## src/rtl/flash_sample_reader.sv

```systemverilog
// rtl/flash_sample_reader.sv - fetches one flash word per request and plays it out as two audio samples
//
// Ports:
//   clk, reset_n            single clock, asynchronous active-low reset
//   start_flash             read request level from the address sequencer (rising edge launches)
//   flash_mem_address       word address from the sequencer (low ADDR_WIDTH bits used)
//   sample_tick             one-cycle strobe at the audio sample rate
//   flash_*                 Avalon-MM read master towards the flash controller
//   audio_data/audio_valid  current sample and its one-cycle update strobe
//   audio_done              one-cycle pulse once both halves of the word have been presented
//   busy                    high whenever a request is in progress
module flash_sample_reader #(
    parameter int ADDR_WIDTH   = 23,
    parameter int DATA_WIDTH   = 32,
    parameter int SAMPLE_WIDTH = 16
) (
    input  logic                    clk,
    input  logic                    reset_n,
    input  logic                    start_flash,
    input  logic [31:0]             flash_mem_address,
    input  logic                    sample_tick,
    output logic                    flash_read,
    output logic [ADDR_WIDTH-1:0]   flash_address,
    output logic [3:0]              flash_byteenable,
    input  logic                    flash_waitrequest,
    input  logic [DATA_WIDTH-1:0]   flash_readdata,
    input  logic                    flash_readdatavalid,
    output logic [SAMPLE_WIDTH-1:0] audio_data,
    output logic                    audio_valid,
    output logic                    audio_done,
    output logic                    busy
);

    typedef enum logic [2:0] {
        S_IDLE,
        S_REQ,
        S_WAIT_DATA,
        S_WAIT_LO,
        S_WAIT_HI,
        S_DONE
    } state_t;

    state_t                  r_state;
    state_t                  w_next;
    logic                    r_start_q;
    logic [ADDR_WIDTH-1:0]   r_flash_address;
    logic [DATA_WIDTH-1:0]   r_word;
    logic [SAMPLE_WIDTH-1:0] r_audio_data;
    logic                    r_audio_valid;
    logic                    r_audio_done;

    logic                    w_launch;
    logic                    w_latch_addr;
    logic                    w_latch_word;
    logic                    w_load_lo;
    logic                    w_load_hi;

    // Upper address bits belong to the sequencer's address space only.
    logic                    w_unused_addr_hi;
    assign w_unused_addr_hi = ^flash_mem_address[31:ADDR_WIDTH];

    // Launches outside IDLE are simply lost; the sequencer never relies on queuing.
    assign w_launch = start_flash & ~r_start_q;

    always_ff @(posedge clk or negedge reset_n) begin
        if (!reset_n) begin
            r_state <= S_IDLE;
        end else begin
            r_state <= w_next;
        end
    end

    always_comb begin
        w_next       = r_state;
        w_latch_addr = 1'b0;
        w_latch_word = 1'b0;
        w_load_lo    = 1'b0;
        w_load_hi    = 1'b0;
        case (r_state)
            S_IDLE: begin
                if (w_launch) begin
                    w_latch_addr = 1'b1;
                    w_next       = S_REQ;
                end
            end
            S_REQ: begin
                // Command accepted; the controller may return data in the same cycle.
                if (!flash_waitrequest) begin
                    if (flash_readdatavalid) begin
                        w_latch_word = 1'b1;
                        w_next       = S_WAIT_LO;
                    end else begin
                        w_next = S_WAIT_DATA;
                    end
                end
            end
            S_WAIT_DATA: begin
                if (flash_readdatavalid) begin
                    w_latch_word = 1'b1;
                    w_next       = S_WAIT_LO;
                end
            end
            S_WAIT_LO: begin
                if (sample_tick) begin
                    w_load_lo = 1'b1;
                    w_next    = S_WAIT_HI;
                end
            end
            S_WAIT_HI: begin
                if (sample_tick) begin
                    w_load_hi = 1'b1;
                    w_next    = S_DONE;
                end
            end
            S_DONE: begin
                w_next = S_IDLE;
            end
            default: begin
                w_next = S_IDLE;
            end
        endcase
    end

    always_ff @(posedge clk or negedge reset_n) begin
        if (!reset_n) begin
            r_start_q       <= 1'b0;
            r_flash_address <= '0;
            r_word          <= '0;
            r_audio_data    <= '0;
            r_audio_valid   <= 1'b0;
            r_audio_done    <= 1'b0;
        end else begin
            r_start_q     <= start_flash;
            r_audio_valid <= w_load_lo | w_load_hi;
            // Registered off DONE so the pulse lands the cycle after the high-half strobe.
            r_audio_done  <= (r_state == S_DONE);
            if (w_latch_addr) begin
                r_flash_address <= flash_mem_address[ADDR_WIDTH-1:0];
            end
            if (w_latch_word) begin
                r_word <= flash_readdata;
            end
            if (w_load_lo) begin
                r_audio_data <= r_word[SAMPLE_WIDTH-1:0];
            end else if (w_load_hi) begin
                r_audio_data <= r_word[DATA_WIDTH-1:SAMPLE_WIDTH];
            end
        end
    end

    assign flash_read       = (r_state == S_REQ);
    assign flash_address    = r_flash_address;
    assign flash_byteenable = 4'b1111;
    assign audio_data       = r_audio_data;
    assign audio_valid      = r_audio_valid;
    assign audio_done       = r_audio_done;
    assign busy             = (r_state != S_IDLE);

endmodule

```

## config.mk

```make
export PLATFORM = sky130hd
export DESIGN_NAME = flash_sample_reader
export DESIGN_NICKNAME = d
export VERILOG_FILES = /design/src/rtl/flash_sample_reader.sv
export SDC_FILE = /design/constraint.sdc
export NUM_CORES = 1
export LEC_CHECK = 0
export ABC_AREA = 1
export BUFFER_PORTS_ARGS = -buffer_cell sky130_fd_sc_hd__buf_2
export CORE_UTILIZATION = 49
export CTS_CLUSTER_DIAMETER = 200
export DETAILED_ROUTE_END_ITERATION = 16
export PLACE_DENSITY = 0.82
export SLEW_MARGIN = 10
export SYNTH_ARGS = -nofsm -noshare
export SYNTH_HDL_FRONTEND = slang
export SYNTH_SLANG_ARGS = --single-unit
```

## constraint.sdc

```tcl
create_clock -name clk -period 1.7 [get_ports clk]
set_clock_uncertainty 0.1 [all_clocks]
set_input_delay 0 -clock clk [delete_from_list [all_inputs] [get_ports clk]]
set_output_delay 0 -clock clk [all_outputs]
set_load 0.01 [all_outputs]
```

==> results of run 1 <==
critical path, cell delays in order (launching register included):
cell     delay, ns
dfrtp_1       0.40
inv_2         0.17
nand3_1       0.20
o22ai_4       0.17
buf_12        0.15
buf_6         0.18
o21ai_1       0.09
synth_stat cells (all sizes together):
cell    instances
buf            14
clkbuf          5
conb            1
dfrtp          77
inv            64
nand2         117
nand3           6
nand4           5
nor2            4
nor3            1
o211ai         16
o21a            1
o21ai          56
o22ai           1
or2             1
power by group:
| part | leakage [uW] | internal (uW) | total [uW] | switching (uW) |
|---|---|---|---|---|
| clock network | 0.000106 | 797 | 1440 | 638 |
| logic | 0.00154 | 1230 | 3010 | 1770 |
| registers | 0.000965 | 2660 | 3090 | 436 |
| total | 0.00261 | 4690 | 7530 | 2850 |
stage by stage:
stage | util [%] | power, uW
floorplan | - | 4780
global placement | 60.33 | 5582
detailed placement | 60.33 | 5720
CTS | 72.88 | 7285
global route | 74.22 | 8074
finish | 74.22 | 7533
routing by layer:
metal,global-route usage (%),up-vias,part of all wire (%)
met3,5.242,18,7.0
met4,8.937,0,1.3
li1,-,1478,-
met2,45.82,140,51
met5,0,-,0
met1,31.54,1465,40
final cells by class:
type | count | area, um^2 | share of cell area [%]
flip-flops and latches | 77 | 1928 | 40.68
repair buffers | 172 | 1260 | 26.58
multi-input cells | 212 | 998.5 | 21.07
inverters | 64 | 245.2 | 5.174
clock buffers | 13 | 168.9 | 3.564
well taps | 77 | 96.34 | 2.033
clock inverters | 3 | 42.54 | 0.8976
worst max path at each step:
stage | startpoint | endpoint | slack [ns] | cells past startpoint
global route | r_state[2] | r_word[31] | 0.02 | 7
global placement | r_state[1] | audio_data[3] | 0.15 | 7
detailed placement | r_state[2] | r_word[31] | 0.11 | 5
finish | r_state[2] | r_word[14] | 0.12 | 6
floorplan | r_state[1] | r_word[10] | 0.25 | 6
CTS | r_state[2] | r_word[31] | 0.09 | 5
timing repair:
| action | in CTS | in global routing |
|---|---|---|
| buffers inserted | 0 | 1 |
| hold buffers | 59 | 0 |
| endpoints found under the setup margin | 0 | 36 |
| endpoints found under the hold margin | 143 | 0 |
| resized for setup | 0 | 2 |
state kept, by name, summed over array words and instances (netlist names):
register	flops
audio_valid	1
flash_address	23
r_word	32
audio_done	1
r_start_q	1
r_state	3
audio_data	16
cells by family after synthesis:
family | after synthesis | synth area share, %
buffers and inverters | 83 | 10.87
flip-flops | 77 | 58.94
other | 1 | 0.1147
AO/OA/AOI/OAI | 74 | 13.09
AND/OR/NAND/NOR | 134 | 16.99
==> impl_metrics.py, run 1 <==
metrics = {
    "logic_synthesis": {
        "synthesis.instances": 369,
        "synth_top_area_cell": "dfrtp_1",
        "warnings_from_yosys": 0,
        "synthTopCellsByArea": "dfrtp_1 (59%), nand2_1 (13%), inv_1 (7.1%)",
        "area_of_the_mapped_netlist_um2": 3269,
        "synth-seq-cells": 77,
        "seq_area_frac_synth_pct": 58.94,
        "ys_types": 25,
        "area_share_of_the_largest_cell_type_after_synthesis_pct": 58.94,
        "postSynthAreaPerCell_um2": 8.860,
    },
    "timing": {
        "final-max-slew-violation-count": 0,
        "fmax_ghz": 0.6332,
        "hold_viol": 0,
        "postLayoutSetupSlackWorst_ns": 0.1206,
        "finalSetupViolations": 0,
        "grt_setup_unrepaired": "no",
        "final.min_clock_period_ns": 1.579,
        "setup_total_negative_slack_ns": 0,
        "fin_crit_sh_pct": 92.91,
        "hold-worst-slack_ns": 0.04740,
    },
    "placed_design": {
        "place.port_buffers": 103,
        "place_hpwl_um": 4602,
        "gp_congestion": 0.8825,
        "dp_cells": 539,
        "dpl_cell_area_um2": 3852,
        "preCtsSetupSlack_ns": 0.1081,
    },
    "floorplan": {
        "starting_density_pct": 51.20,
        "boundaryPins": 117,
        "die_height_um": 83.69,
        "placement_rows": 29,
        "dieArea_um2": 7003,
        "std_cell_core_area_um2": 6386,
        "die_w_um": 83.69,
    },
    "setup_path": {
        "rr_startpoint": "r_state[2]",
        "critical_path_arrival_ns": 1.70,
        "critical_path_required_ns": 1.82,
        "setup.worst_path.class": "flip-flop to flip-flop",
        "reg2reg_to": "r_word[14]",
        "worstSetupStartpointType": "flip-flop",
        "regToRegSetupSlack_ns": 0.12,
        "cp_max_fo": 16,
        "cp-end-kind": "flip-flop",
        "ff2ff_path_depth": 6,
    },
    "cells_and_area": {
        "number_of_standard_cells_in_the_final_layout_excluding_fillers": 618,
        "area_growth_pct": 44.97,
        "layout.cells.most_common_list": "nand2_1 (115), buf_2 (102), dfrtp_1 (76)",
        "layout.cell_area.non_filler_um2": 4740,
        "antenna-diode-count": 0,
        "layout-drive-gt1-share_pct": 25.51,
        "finish.net_count": 606,
        "most_common_cell_after_layout_fill_and_taps_aside": "nand2_1",
        "filler_cell_count": 451,
    },
    "detailed_routing": {
        "detailedRoute.firstPassIterationCount": 5,
        "avg_vias_per_cell": 5.018,
        "finalWirelength_um": 9154,
        "routed_wire_length_per_instance_um": 14.81,
        "drc": 0,
        "postRouteAntennaNets": 0,
        "initialDrtViolationCount": 202,
        "via_count": 3101,
    },
    "clock_network": {
        "clk_latency_ns": 0.34,
        "h_tree_level_count": 3,
        "clock_tree.root_cell": "clkbuf_8",
        "tritoncts": "done",
        "clk_pin_slew_worst_paths_ns": 0.08,
        "inserted_clock_buffers": 9,
        "max-clock-path-buffers": 2,
        "clock_sinks": 77,
    },
    "run": {
        "max_cap_violations": 0,
    },
    "power": {
        "power.ir.vdd_worst_mv": 0.9104,
        "leakage_uw": 0.002612,
        "power_density_nw_per_um2": 1589,
    },
    "grt": {
        "grt-ovfl-total": 0,
        "grt_first_pass_wirelength_um": 14210,
        "grt_max_degree": 78,
        "grt.total_usage_pct": 25.93,
        "grt_pass1_vias": 3096,
        "grt_antenna_before_repair": 0,
    },
    "hold_path": {
        "hold_path_end": "r_state[0]",
        "min_path_type": "primary input to flip-flop",
        "hold_depth": 4,
        "worstHoldStart": "flash_waitrequest",
    },
    "run_status": {
        "outcome": "finished, final reports clean",
    },
}
No activity file was read; power rests on OpenSTA's default activity.
==> run 2, diff against run 1 <==
--- a/config.mk
+++ b/config.mk
@@ -8,8 +8,8 @@
 export ABC_AREA = 1
 export BUFFER_PORTS_ARGS = -buffer_cell sky130_fd_sc_hd__buf_2
-export CORE_UTILIZATION = 49
+export CORE_UTILIZATION = 50
 export CTS_CLUSTER_DIAMETER = 200
 export DETAILED_ROUTE_END_ITERATION = 16
-export PLACE_DENSITY = 0.82
+export PLACE_DENSITY = 0.83
 export SLEW_MARGIN = 10
 export SYNTH_ARGS = -nofsm -noshare
==> constraint.sdc (replaced) <==
create_clock -name clk -period 2.04 [get_ports clk]
set_clock_uncertainty 0.1 [all_clocks]
set_input_delay 0.408 -clock clk [delete_from_list [all_inputs] [get_ports clk]]
set_output_delay 0.408 -clock clk [all_outputs]
set_load 0.01 [all_outputs]
==> run 2 against run 1 <==
Effect of this change: cell area shrank 15%; total power shrank 23%; non-clock buffer count shrank 63; sequential share of layout area grew 7.0 points; register-to-register slack gained 0.23 ns; largest power group unchanged; global-route usage shrank 4.5 points; setup slack gained 0.070 ns.
==> impl_metrics.py, run 2 (synthesis gave the netlist of run 1 again) <==
metrics = {
    "setup_path": {
        "cpMaxStageDelayCell": "dfrtp_1",
        "setup.worst_path.class": "flip-flop to primary output",
        "critical_path.top_delay_family": "flip-flops",
        "critical_path_required_ns": 1.53,
        "critical_path_arrival_ns": 1.34,
        "regToRegSetupSlack_ns": 0.35,
        "ff2ff_path_depth": 7,
        "cp-end-kind": "primary output",
        "crit_path_max_incr_delay_ns": 0.53,
        "worstSetupStartpointType": "flip-flop",
        "buffers_inverters_on_critical_path": 3,
        "cp_max_fo": 8,
        "worst_path_most_repeated_cell": "inv_1",
        "reg2reg_to": "audio_data[14]",
        "rr_startpoint": "r_state[1]",
        "timing.critical_path.cells": "inv_1 > nand3_1 > inv_1 > buf_2",
    },
    "clock_network": {
        "clk_latency_ns": 0.33,
        "max-clock-path-buffers": 2,
        "h_tree_level_count": 3,
        "inserted_clock_buffers": 9,
        "tritoncts": "done",
        "clk_pin_slew_worst_paths_ns": 0.07,
        "cts_resized": 0,
        "clock_tree.root_cell": "clkbuf_8",
        "clock_sinks": 77,
    },
    "cells_and_area": {
        "layout.cell_area.non_filler_um2": 4041,
        "multi_input_gate_area_um2": 998.5,
        "area_growth_pct": 23.61,
        "layout.cells.most_common_list": "nand2_1 (115), buf_2 (102), dfrtp_1 (77)",
        "largest_register_ffs": 32,
        "finish.net_count": 543,
        "most_common_cell_after_layout_fill_and_taps_aside": "nand2_1",
        "antenna-diode-count": 0,
        "seq_area_um2": 1927,
        "largest-register": "r_word",
        "filler_cell_count": 555,
        "layout-drive-gt1-share_pct": 27.82,
    },
    "detailed_routing": {
        "via_count": 2621,
        "avg_vias_per_cell": 4.723,
        "finalWirelength_um": 6686,
        "detailedRoute.firstPassIterationCount": 4,
        "postRouteAntennaNets": 0,
        "met3RoutedLength_um": 427,
        "maxUsedRoutingLayer": "met4",
        "met1Wirelength_um": 3132,
        "drc": 0,
        "initialDrtViolationCount": 100,
        "routed_wire_length_per_instance_um": 12.05,
        "met2RoutedLength_um": 3047,
    },
    "placed_design": {
        "dpl_cell_area_um2": 3845,
        "place.port_buffers": 103,
        "place_hpwl_um": 4514,
        "gp_congestion": 0.8704,
        "preCtsSetupSlack_ns": 0.3833,
    },
    "power": {
        "combinationalPowerShare_pct": 37.2,
        "power.ir.vdd_worst_mv": 0.8502,
        "power.share.switching_pct": 38.29,
        "pwr-share-clk_pct": 18.2,
        "power_frac_seq_pct": 44.5,
        "leakage_uw": 0.002309,
        "p_int_uw": 3558,
        "power_density_nw_per_um2": 1427,
        "power.switching_uw": 2208,
    },
    "timing": {
        "grt_setup_unrepaired": "no",
        "finalSetupViolations": 0,
        "final-max-slew-violation-count": 0,
        "hold-worst-slack_ns": 0.1289,
        "fmax_ghz": 0.5406,
        "hold_viol": 0,
        "final.min_clock_period_ns": 1.850,
        "setup_total_negative_slack_ns": 0,
        "fin_crit_sh_pct": 90.67,
        "postLayoutSetupSlackWorst_ns": 0.1903,
    },
    "floorplan": {
        "dieArea_um2": 6866,
        "std_cell_core_area_um2": 6314,
        "placement_rows": 29,
        "starting_density_pct": 51.78,
        "die_w_um": 82.86,
        "die_height_um": 82.86,
        "boundaryPins": 117,
    },
    "grt": {
        "grt.total_usage_pct": 21.46,
        "grt-ovfl-total": 0,
        "grt_max_degree": 65,
        "grt_pass1_vias": 2655,
        "grt_antenna_before_repair": 0,
        "grt_first_pass_wirelength_um": 11840,
    },
    "hold_path": {
        "hold_path_end": "r_start_q",
        "min_path_type": "primary input to flip-flop",
        "worstHoldStart": "start_flash",
        "hold_depth": 1,
    },
    "run_status": {
        "outcome": "finished, final reports clean",
    },
    "run": {
        "max_cap_violations": 0,
    },
}
[run 2: final cells by class]
cell class | instances | share of cell area, %
Clock buffer | 11 | 3.746
Clock inverter | 5 | 0.8669
Inverter | 64 | 6.006
Multi-Input combinational cell | 212 | 24.71
Sequential cell | 77 | 47.68
Tap cell | 77 | 2.384
Timing Repair Buffer | 109 | 14.61
[run 2: worst max-delay path by stage]
stage	from	endpoint	slack (ns)	depth (start not counted)
after floorplan	r_state[1]	r_word[10]	0.59	6
after global placement	r_state[1]	audio_data[10]	0.42	7
after detailed placement	r_state[1]	audio_data[8]	0.38	7
after CTS	r_state[1]	flash_read	0.19	4
after global routing	r_state[1]	flash_read	0.1	4
final	r_state[1]	flash_read	0.19	4
[run 2: power groups by stage]
| stage | clock, uW | sequential (uW) | combinational [uW] |
|---|---|---|---|
| 2_1_floorplan | 0 | 2670 | 1310 |
| 3_3_place_gp | 0 | 2550 | 2090 |
| 3_5_place_dp | 0 | 2580 | 2170 |
| 4_1_cts | 1080 | 2570 | 2180 |
| 5_1_grt | 1140 | 2650 | 2480 |
| 6_report | 1050 | 2570 | 2150 |
[run 2: repair_timing]
action,CTS,global route
hold buffers,1,0
endpoints found under the hold margin,37,0
setup buffers,0,0
[run 2: routing by layer]
layer  GRT usage, %  up-vias
met5              0        -
met4          8.307        0
met3          5.169       12
met2          35.92       92
met1          26.99     1169
li1               -     1348
[run 2: through the flow]
step                util [%]  total power, uW  instances
floorplan                  -             3983        372
global placement       60.90             4640        538
detailed placement     60.90             4750        538
CTS                    64.01             5825        555
global route           64.01             6271        555
finish                 64.01             5766        555
